$ cat config.mk
export PLATFORM = sky130hd
export DESIGN_NAME = cover_toggle_collector
export DESIGN_NICKNAME = d
export VERILOG_FILES = /design/src/rtl/cover_pkg.sv /design/src/rtl/cover_idx_fifo.sv /design/src/rtl/cover_toggle_collector.sv
export SDC_FILE = /design/constraint.sdc
export NUM_CORES = 1
export LEC_CHECK = 0
export BUFFER_PORTS_ARGS = -buffer_cell sky130_fd_sc_hd__buf_2
export CORE_ASPECT_RATIO = 0.5
export CORE_MARGIN = 2
export CORE_UTILIZATION = 50
export CTS_CLUSTER_DIAMETER = 120
export DETAILED_ROUTE_END_ITERATION = 8
export GPL_TIMING_DRIVEN = 1
export PLACE_DENSITY = 0.77
export SLEW_MARGIN = 20
export SYNTH_ARGS = -nofsm -noshare
export SYNTH_HDL_FRONTEND = slang
export SYNTH_SLANG_ARGS = --single-unit
export TNS_END_PERCENT = 50
$ cat constraint.sdc
create_clock -name clock -period 8.2 [get_ports clock]
set_clock_uncertainty 0.1 [all_clocks]
set_input_delay 1.64 -clock clock [delete_from_list [all_inputs] [get_ports clock]]
set_output_delay 1.64 -clock clock [all_outputs]
set_load 0.05 [all_outputs]
$ cat src/rtl/cover_pkg.sv
// Shared types and helpers for the toggle-coverage collector.
//   cover_idx_t  : 64-bit global cover-point index
//   popcount     : number of set bits in a (zero-extended) 256-bit vector
//   lowest_set   : priority encoder, lowest set bit index plus found flag
package cover_pkg;

  localparam int unsigned COVER_IDX_W = 64;
  localparam int unsigned MAX_WIDTH   = 256;

  typedef logic [COVER_IDX_W-1:0] cover_idx_t;

  typedef struct packed {
    logic       found;
    logic [7:0] index;
  } lowest_t;

  function automatic logic [8:0] popcount(input logic [MAX_WIDTH-1:0] v);
    logic [8:0] cnt;
    cnt = '0;
    for (int i = 0; i < MAX_WIDTH; i++) begin
      cnt = cnt + 9'(v[i]);
    end
    return cnt;
  endfunction

  function automatic lowest_t lowest_set(input logic [MAX_WIDTH-1:0] v);
    lowest_t r;
    r = '0;
    // Scan downwards so the last hit written is the lowest set bit.
    for (int i = MAX_WIDTH - 1; i >= 0; i--) begin
      if (v[i]) begin
        r.found = 1'b1;
        r.index = 8'(i);
      end
    end
    return r;
  endfunction

endpackage

$ cat src/rtl/cover_idx_fifo.sv
// Synchronous show-ahead FIFO of cover indices.
//   clock, reset (async active-low), flush (sync, wins over push/pop)
//   push/push_data/full : write side; a push while full is taken only with a pop
//   pop/empty/head      : read side; head is the oldest entry, zero when empty
module cover_idx_fifo
  import cover_pkg::*;
#(
  parameter int unsigned DEPTH = 4
) (
  input  logic       clock,
  input  logic       reset,
  input  logic       flush,
  input  logic       push,
  input  cover_idx_t push_data,
  output logic       full,
  input  logic       pop,
  output logic       empty,
  output cover_idx_t head
);

  localparam int unsigned AW = $clog2(DEPTH);

  cover_idx_t    mem [DEPTH];
  logic [AW:0]   wr_q, wr_d;
  logic [AW:0]   rd_q, rd_d;
  logic          do_push, do_pop;

  // Extra pointer bit distinguishes full from empty.
  assign empty = (wr_q == rd_q);
  assign full  = (wr_q[AW] != rd_q[AW]) && (wr_q[AW-1:0] == rd_q[AW-1:0]);
  assign head  = empty ? '0 : mem[rd_q[AW-1:0]];

  always_comb begin
    do_pop  = pop && !empty;
    do_push = push && (!full || do_pop);
    wr_d    = wr_q;
    rd_d    = rd_q;
    if (flush) begin
      wr_d = '0;
      rd_d = '0;
    end else begin
      if (do_push) wr_d = wr_q + 1'b1;
      if (do_pop)  rd_d = rd_q + 1'b1;
    end
  end

  always_ff @(posedge clock or negedge reset) begin
    if (!reset) begin
      wr_q <= '0;
      rd_q <= '0;
    end else begin
      wr_q <= wr_d;
      rd_q <= rd_d;
    end
  end

  // Storage needs no reset: head is masked while empty.
  always_ff @(posedge clock) begin
    if (do_push && !flush) mem[wr_q[AW-1:0]] <= push_data;
  end

endmodule

$ cat src/rtl/cover_toggle_collector.sv
// Toggle-coverage collector for WIDTH cover points at global indices
// COVER_INDEX .. COVER_INDEX+WIDTH-1.
//   clock, reset (async active-low), clear (sync, highest priority after reset)
//   enable, valid[WIDTH]           : toggle events, ignored while enable is low
//   report_valid/ready/index       : each first hit, once, ascending per batch
//   hit_map, hit_count, all_hit    : sticky coverage state
module cover_toggle_collector
  import cover_pkg::*;
#(
  parameter int unsigned WIDTH       = 40,
  parameter int unsigned COVER_INDEX = 0,
  parameter int unsigned COVER_TOTAL = 8940,
  parameter int unsigned FIFO_DEPTH  = 4
) (
  input  logic                       clock,
  input  logic                       reset,
  input  logic                       enable,
  input  logic [WIDTH-1:0]           valid,
  input  logic                       clear,
  output logic                       report_valid,
  input  logic                       report_ready,
  output cover_idx_t                 report_index,
  output logic [WIDTH-1:0]           hit_map,
  output logic [$clog2(WIDTH+1)-1:0] hit_count,
  output logic                       all_hit
);

  localparam int unsigned CntW = $clog2(WIDTH + 1);

  if (WIDTH < 1 || WIDTH > MAX_WIDTH) begin : g_bad_width
    $error("cover_toggle_collector: WIDTH out of range 1..256");
  end
  if (COVER_INDEX + WIDTH > COVER_TOTAL) begin : g_bad_range
    $error("cover_toggle_collector: cover group exceeds COVER_TOTAL");
  end
  if (FIFO_DEPTH < 2 || (FIFO_DEPTH & (FIFO_DEPTH - 1)) != 0) begin : g_bad_depth
    $error("cover_toggle_collector: FIFO_DEPTH must be a power of two >= 2");
  end

  logic [WIDTH-1:0] hit_map_q, hit_map_d;
  logic [WIDTH-1:0] pending_q, pending_d;
  logic [CntW-1:0]  hit_count_q, hit_count_d;
  logic             all_hit_q, all_hit_d;
  logic [WIDTH-1:0] new_hits;
  lowest_t          sel;
  logic             fifo_push, fifo_full, fifo_empty;
  cover_idx_t       push_idx;

  always_comb begin
    new_hits  = valid & ~hit_map_q & {WIDTH{enable}};
    // Selector sees registered pending only, so a fresh hit waits one cycle.
    sel       = lowest_set(MAX_WIDTH'(pending_q));
    fifo_push = sel.found && !fifo_full;
    push_idx  = cover_idx_t'(COVER_INDEX) + cover_idx_t'(sel.index);

    pending_d = pending_q;
    for (int i = 0; i < WIDTH; i++) begin
      if (fifo_push && sel.index == 8'(i)) pending_d[i] = 1'b0;
    end
    pending_d   = pending_d | new_hits;
    hit_map_d   = hit_map_q | new_hits;
    hit_count_d = hit_count_q + CntW'(popcount(MAX_WIDTH'(new_hits)));

    if (clear) begin
      pending_d   = '0;
      hit_map_d   = '0;
      hit_count_d = '0;
    end
    all_hit_d = (hit_count_d == CntW'(WIDTH));
  end

  always_ff @(posedge clock or negedge reset) begin
    if (!reset) begin
      hit_map_q   <= '0;
      pending_q   <= '0;
      hit_count_q <= '0;
      all_hit_q   <= 1'b0;
    end else begin
      hit_map_q   <= hit_map_d;
      pending_q   <= pending_d;
      hit_count_q <= hit_count_d;
      all_hit_q   <= all_hit_d;
    end
  end

  cover_idx_fifo #(
    .DEPTH (FIFO_DEPTH)
  ) u_fifo (
    .clock     (clock),
    .reset     (reset),
    .flush     (clear),
    .push      (fifo_push),
    .push_data (push_idx),
    .full      (fifo_full),
    .pop       (report_ready),
    .empty     (fifo_empty),
    .head      (report_index)
  );

  assign report_valid = !fifo_empty;
  assign hit_map      = hit_map_q;
  assign hit_count    = hit_count_q;
  assign all_hit      = all_hit_q;

endmodule

Yosys cells after proc, flatten, opt, wreduce, memory -nomap -nowiden
Memories as Yosys holds them, arrays and structs flattened. Index checks and enable logic that the tools add are counted.

$add $sub $neg: 42. Equality and inequality tests: 43. Multiplexer cells: 90. Bitwise logic cells: 5. Reduce and logical (&&, ||, !) cells: 52.

Operator list (number): $mux W9 (40); $add A6 B1 Y6 (34); $eq A8 B5 Y1 const B (16); $and A40 B40 Y40 (2); $mux W40 (2); $or A40 B40 Y40 (2); $eq A8 B4 Y1 const B (8); $eq A8 B6 Y1 const B (8); $mux W64 (1); $logic_and A1 B1 Y1 (45); $mux W1 (42); $not A40 Y40 (1); $eq A8 B3 Y1 const B (4); $eq A8 B2 Y1 const B (2); $mux W3 (4); $eq A8 B1 Y1 const B (1); $logic_not A8 Y1 (1); $add A3 B1 Y3 const B (2); $add A5 B1 Y6 (1); $add A6 B6 Y6 (1); $eq A6 B6 Y1 const B (1); $mux W6 (1); $add A4 B1 Y5 (1); $add A3 B1 Y4 (1); 8 further kinds (11).

Flip-flop bits (word level): 93. Bits in writable memories: 32. Logic and storage cells: 239. Memories: 1.

Memories: u_fifo.mem (depth 4, bits a word 8, rd ports 1, clocked after Yosys merged registers in 0, wr ports 1, line cover_idx_fifo.sv:23) `cover_idx_t mem [DEPTH];`.

Longest topological paths before layout
Gate-level depths: netlist (run 1).

Depth in word-level cells: 45. Gate-level depth with buffers: 24. Mapped depth without buffers: 21.

Modules after synthesis
A second synthesis (run 1) with hierarchy kept.

Cell total of the unflattened synthesis: 1072. Area total of the unflattened synthesis: 15691.3 sq um.

By module, submodules not included: cover_idx_fifo (instances 1, cells an instance 461, area each 10173.5 sq um, seq. area each 7837.5 sq um); cover_toggle_collector (instances 1, cells an instance 611, area each 5517.8 sq um, seq. area each 2177.1 sq um).

Worst setup path before layout (run 1)
Ideal clock, no wire load.

Kind: input -> register. From: input enable. To: register all_hit_q (netlist: all_hit). Arrival: 8195 ps. Data required time: 8023 ps. Slack: -172 ps. Stages: 21. Path through: clkbuf_1 -> clkbuf_1 -> buf_1 -> nand3b_1 -> fa_1 -> fa_1 -> inv_1 -> fa_1 -> inv_1 -> fa_1 -> fa_1 -> fa_1 -> fa_1 -> fa_1 -> fa_1 -> nor2b_1 -> o21ai_0 -> a21boi_0 -> nor3_1 -> or4_1 -> a21oi_1.

Cells in the longest elaborated chain, start to end: 43.

RTL lines: start: declaration (line cover_toggle_collector.sv:17) `input logic enable,`; $and A40 B40 Y40 * (line cover_toggle_collector.sv:50) `new_hits = valid & ~hit_map_q & {WIDTH{enable}};`; $add A1 B1 Y2 (line cover_pkg.sv:21) `cnt = cnt + 9'(v[i]);`; $add A2 B1 Y3 (line cover_pkg.sv:21); $add A3 B1 Y4 (line cover_pkg.sv:21); $add A4 B1 Y5 (line cover_pkg.sv:21); $add A5 B1 Y6 (line cover_pkg.sv:21); $add A6 B1 Y6 (33 in series) (line cover_pkg.sv:21); $add A6 B1 Y6 * (line cover_pkg.sv:21); $add A6 B6 Y6 * (line cover_toggle_collector.sv:62) `hit_count_d = hit_count_q + CntW'(popcount(MAX_WIDTH'(new_hits)));`; $mux W6 * (line cover_toggle_collector.sv:64) `if (clear) begin`; named net hit_count_d[4] (line cover_toggle_collector.sv:42) `logic [CntW-1:0] hit_count_q, hit_count_d;`; $eq A6 B6 Y1 * (line cover_toggle_collector.sv:69) `all_hit_d = (hit_count_d == CntW'(WIDTH));`; named net all_hit_d (line cover_toggle_collector.sv:43) `logic all_hit_q, all_hit_d;`; end signal: assignment (line cover_toggle_collector.sv:82) `all_hit_q <= all_hit_d;`; end: declaration (line cover_toggle_collector.sv:43).

Mark *: on every way through the listed nets, which the timed path passes. The rest lies on a longest branch. A chain may end at the register's enable or synchronous reset.

Final worst setup path (run 1)
Ends and elaborated chain as after synthesis.

==> run metrics, run 1 <==
outcome completed; CP Cell Sequence buf_2, buf_12, nand2_1, nor2_1, fa_1, inv_1, fa_1, fa_1, inv_1, fa_1, inv_1, fa_1, fa_1, fa_1, fa_1, fa_1, nor2b_1, o21ai_0, a21boi_0, nor3_1, or4_1, a21oi_1; Skew-Pair Late Insertion Delay 0.42 ns; post-synthesis register bit count 117; netlist area before placement 7043 sq um; pwr dens 368.0 nW/um^2; fin crit period 7.852 ns; Synth Warn # 0; nets@finish 918; Cells after DPL between 900 and 1000; most frequent cell after synthesis nor2_1; Worst Path Arrival 8.10 ns; first-pass GRT wire length around 28 mm; Reg2Reg Depth 18; ANT nets after route 0; Initial DRC Count ~520; Area contributors post-synth dfrtp_1 33%, edfxtp_1 10%, fa_1 9.4%; # Post-CTS Setup Buffers 0; Mapped Avg Cell Area 9.934 sq um; Critical Path End Type register; GR Overflow Total 0; Hold WC Path Type reg2reg; CTS Buffer Depth 2; Crit Path Class in2reg; worst-path maximum fanout 23; clk slew on worst S/H paths 0.06 ns; clk sink count 117; count of cell types in the netlist 57; Crit path largest cell delay 0.54 ns; sequential fraction of the synthesis area 0.4328; Post-synth EDFFs 24; initial antenna violation count 0; synthesized instance count ~700; Sequential Power Share 0.244; Overall Global Routing Usage 0.2482; Setup violations, final 0; IO Count 157; Layout area overhead 16.38%; vias per cell 5.494; RD Place Congestion 0.9110; Clock power frac 0.240; Worst EP required 8.44 ns; CTS buffer count 17; PortBufs 98; largest net degree at the start of global routing a little under 80; Hold WS 0.4122 ns; RSZ-0062 raised after global routing no; fmax roughly 130 MHz; Root Buffer clkbuf_16; Comb pwr share 0.516; TNS Setup 0 ns; Leak a little under 4 nW; Top FF cell, synth dfrtp_1; Critical Path Most Common Cell fa_1; Commonest cells post-synth 103 x nor2_1, 93 x dfrtp_1, 60 x a21oi_1, 59 x buf_4, 50 x inv_1; Hold Fails Final Rpt 0; die width 171.8 microns; H-tree depth 4; area of the multi-input gates around 3500 sq um; Area after DPL 7619 sq um; per-cell routed wire length 17.18 microns; Core Rows 30; Ant. Diodes 0; layout cells sized above 1 0.1971; crit path launch enable; routed wire length 17.59 mm; reg2reg start hit_map[22]; Psw 1.309 mW; Sw Share 0.4339; Seq. cell area 3048 sq um; Die Ht 87.93 microns; hpwl dp between 10 and 15 mm; number of remaining DRC errors 0; Synth top area share 0.3304; Layout Cells excl Fill 1024; Async SR Flop Fraction 0.7949; TritonCTS clock tree yes; crit share post-route 0.9576; die area 15110 sq um; Yosys top cell by area dfrtp_1; Initial Util 0.5155; post-cts repair resize count 0; Total Power 3.017 mW; CP max-delay cell fa_1; Fill cells 1131; core area 13660 sq um; Max transition margin 0.3740; minimum setup slack among reg-to-reg paths 1.48 ns; post-route cell area 8197 sq um; max-slew violation count 0; crit start category input pin; R2R Path End all_hit; Tightest Pin Transition between 0.9 and 1 ns; TritonRoute pass-1 iters 5; CTS hold repair buffers 0; Pint 1.708 mW; vias in the first global route 5511; Max IR drop VDD 0.2739 mV; Vias 5626; Max Cap Viol 0; worst setup path endpoint all_hit
-- worst min path at each step --
stage / startpoint / to / slack (ns) / cells past startpoint
floorplan: u_fifo.wr_q[2] / u_fifo.wr_q[2] / 0.42 / 2
global placement: hit_map[7] / hit_map[7] / 0.39 / 2
detailed placement: hit_map[26] / hit_map[26] / 0.40 / 2
CTS: hit_map[11] / hit_map[11] / 0.42 / 2
global route: hit_map[6] / hit_map[6] / 0.45 / 2
finish: hit_map[3] / hit_map[3] / 0.41 / 2
-- registers in the layout (all words and copies together) (netlist names) --
signal	count
hit_map	40
pending_q	40
u_fifo.mem	24
hit_count	6
u_fifo.rd_q	3
u_fifo.wr_q	3
all_hit	1
-- cells in the final DEF (no fill, tap or decap), drive strengths merged, types with 4 or more instances in the layout --
master    Yosys  final
edfxtp       24     24
dfrtp        93     93
clkinv        1      6
nor4         14     14
buf          70    116
xor2          6      6
o21ai        16     16
and2          6      6
o211ai        4      4
nand2b       10     10
or4           8      8
nor2        103    103
a211oi        8      8
xnor2         6      6
clkbuf       12     19
nand2        42     42
nor3         18     18
clkinvlp      0      4
nor2b         9      9
o21a          8      8
a31oi        14     14
and3          7      7
conb          1     58
ha           21     21
nand3b       21     21
mux4          6      6
fa           33     33
a311oi        5      5
a21oi        61     61
inv          50     53
-- cell type report --
class                   count  area share
multi-input cells         516      0.4251
inverters                  51     0.02351
clock buffers              19     0.05541
well taps                 192     0.02931
flip-flops and latches    117      0.3719
clock inverters            13     0.01511
repair buffers            116     0.07968
-- power groups by stage --
stage / Clock (mW) / Sequential (mW) / Combinational [mW]
2_1_floorplan: 0 / 0.802 / 1.11
3_3_place_gp: 0 / 0.744 / 1.47
3_5_place_dp: 0 / 0.746 / 1.51
4_1_cts: 0.728 / 0.737 / 1.57
5_1_grt: 0.762 / 0.747 / 1.75
6_report: 0.724 / 0.737 / 1.56
-- logic make-up (layout without fill, tap and decap cells) --
kind of cell | Yosys count | count (layout) | share of synthesized area
buf+inv | 133 | 199 | 0.1029
xor+xnor | 12 | 12 | 0.01492
fa+ha+maj | 54 | 54 | 0.1311
compound gates | 136 | 136 | 0.1236
flops | 117 | 117 | 0.4328
mux | 7 | 7 | 0.02061
other cells | 1 | 58 | 0.0005324
simple gates | 249 | 249 | 0.1736
-- worst max-delay path: cells and delay by family --
family	cells	cell delay (ns)
buf+inv	5	0.59
compound gates	3	0.41
fa+ha+maj	9	4.42
simple gates	5	1.01
-- metal layers --
metal	vias to the layer above	track usage	part of all wire
li1	2552	-	-
met1	2730	0.3532	0.44
met2	303	0.3724	0.45
met3	41	0.06869	0.093
met4	0	0.08098	0.019
met5	-	0	0
-- per-stage QoR --
step | util | worst slack [ns]
final | 0.5999 | 0.3476
after global routing | 0.5999 | 0.03453
after CTS | 0.5999 | 0.3241
after detailed placement | 0.5576 | -0.09899
after global placement | 0.5576 | 0.06365
after floorplan | - | 0.02084
(Power assumes the default switching activity.)
==> run 2: changes to the inputs <==
--- a/config.mk
+++ b/config.mk
@@ -6,13 +6,15 @@
 export NUM_CORES = 1
 export LEC_CHECK = 0
 export BUFFER_PORTS_ARGS = -buffer_cell sky130_fd_sc_hd__buf_2
+export CELL_PAD_IN_SITES_DETAIL_PLACEMENT = 1
+export CELL_PAD_IN_SITES_GLOBAL_PLACEMENT = 1
 export CORE_ASPECT_RATIO = 0.5
 export CORE_MARGIN = 2
-export CORE_UTILIZATION = 50
+export CORE_UTILIZATION = 42
 export CTS_CLUSTER_DIAMETER = 120
 export DETAILED_ROUTE_END_ITERATION = 8
 export GPL_TIMING_DRIVEN = 1
-export PLACE_DENSITY = 0.77
+export PLACE_DENSITY = 0.83
 export SLEW_MARGIN = 20
 export SYNTH_ARGS = -nofsm -noshare
 export SYNTH_HDL_FRONTEND = slang
==> run 2 against run 1 <==
Against the previous run: register-to-register slack got worse by 0.10 ns; clock power is 3.2% higher; wire length up 19%; cell count is 3.3% higher; largest power group unchanged.
==> run metrics, run 2 (synthesis results as in run 1) <==
Reg2Reg Depth 18; Total Power approximately 3 mW; Leak 3.921 nW; Setup violations, final 0; Tightest Pin Transition 0.9428 ns; fmax approximately 130 MHz; Layout area overhead 16.84%; # Post-CTS Setup Buffers 0; Hold Fails Final Rpt 0; clk slew on worst S/H paths ~0.060 ns; post-cts repair resize count 0; Die Ht ~96 microns; worst-path maximum fanout 29; hpwl dp 15.25 mm; outcome completed; initial antenna violation count 0; Worst Slack Setup Final around 0.34 ns; Hold WC Path Type reg2reg; Worst Path Arrival 8.10 ns; ANT nets after route 0; most common cell after layout, fill and taps aside nor2_1; minimum setup slack among reg-to-reg paths 1.38 ns; max-slew violation count 0; GR Overflow Total 0; vias in the first global route 6043; worst setup path endpoint all_hit; crit path launch enable; layout cells sized above 1 0.1986; die area roughly 18000 sq um; IO Count 157; Skew-Pair Late Insertion Delay approximately 0.42 ns; crit share post-route 0.9584; TritonCTS clock tree yes; Max IR drop VDD between 0.2 and 0.25 mV; PortBufs a little under 100; number of remaining DRC errors 0; crit start category input pin; CTS Buffer Depth 2; commonest non-fill, non-tap cells in the layout 100 x nor2_1, 97 x buf_2, 93 x dfrtp_1, 60 x a21oi_1, 58 x conb_1; TritonRoute pass-1 iters 5; Core Rows 33; clk sink count 117; Max Cap Viol 0; routed wire length 20.89 mm; Worst EP required 8.44 ns; nets@finish between 900 and 1000; vias per cell 5.411; CTS buffer count 17; Root Buffer clkbuf_16; Vias around 5700; Initial Util 0.4297; pwr dens 373.4 nW/um^2; first-pass GRT wire length 33.24 mm; CTS hold repair buffers 0; fin crit period 7.859 ns; Initial DRC Count 399; Critical Path End Type register; pre-CTS setup slack -0.08434 ns; per-cell routed wire length around 20 microns; Overall Global Routing Usage 0.2447; die width 187.1 microns; R2R Path End all_hit; Max transition margin 0.3657; Crit Path Class in2reg; H-tree depth 4; reg2reg start hit_map[22]; RD Place Congestion between 0.8 and 0.9; RSZ-0062 raised after global routing no; largest net degree at the start of global routing 72; core area between 15000 and 20000 sq um; Ant. Diodes 0
[run 2: changes by cell type in the layout (fill, tap and decap cells not counted), sizes merged]
cell	change
inv	+1
clkinv	-1
bufinv	+1
clkbuf	-2
buf	-1
clkinvlp	+1
[run 2: critical path, cell delays in order]
cell and delay [ns]:
buf_2 0.13, buf_12 0.18, nand2_1 0.07, nor2_1 0.18, fa_1 0.47, fa_1 0.59
inv_1 0.08, fa_1 0.57, fa_1 0.46, fa_1 0.52, fa_1 0.54, fa_1 0.53
fa_1 0.48, fa_1 0.47, nor2b_1 0.12, o21ai_0 0.11, a21boi_1 0.19, nor3_1 0.08
or4_1 0.53, a21oi_1 0.13
[run 2: how the worst min path moves through the flow]
stage | start | endpoint | slack, ns | cells after the start
after CTS | hit_map[3] | hit_map[3] | 0.42 | 2
after global routing | hit_map[29] | hit_map[29] | 0.44 | 2
after global placement | hit_map[7] | hit_map[7] | 0.39 | 2
after detailed placement | hit_map[3] | hit_map[3] | 0.40 | 2
after floorplan | u_fifo.wr_q[2] | u_fifo.wr_q[2] | 0.42 | 2
final | hit_map[22] | hit_map[22] | 0.41 | 2
[run 2: cell type report]
type                            instances  area, sq um
Multi-Input combinational cell        516         3492
Sequential cell                       117         3048
Tap cell                              227        284.0
Clock buffer                           17        425.4
Inverter                               51        192.7
Timing Repair Buffer                  115        633.1
Fill cell                            1885         8163
Clock inverter                         15        153.9
[run 2: per-layer routing]
layer | up-vias | track usage | routed length (microns)
met1 | 2910 | 0.3172 | 9131
met3 | 27 | 0.05300 | 1396
met4 | 0 | 0.06878 | 280
li1 | 2552 | - | -
met5 | - | 0 | 0
met2 | 236 | 0.4204 | 10080
[run 2: metrics by stage]
step / std cells / area, sq um / util / hold slack (ns) / setup TNS (ns)
finish: 1058 / 8229 / 0.5020 / 0.4083 / 0
global route: 1058 / 8229 / 0.5020 / 0.4421 / 0
CTS: 1058 / 8222 / 0.5016 / 0.4151 / 0
detailed placement: 1026 / 7642 / 0.4662 / 0.4015 / -0.08434
global placement: 1026 / 7642 / 0.4662 / 0.3889 / 0
floorplan: 766 / 7259 / - / 0.4247 / 0
[run 2: where the power goes]
group	internal (mW)	switching [mW]
combinational	0.585	1.00
sequential	0.673	0.0664
clock	0.448	0.298
total	1.71	1.37
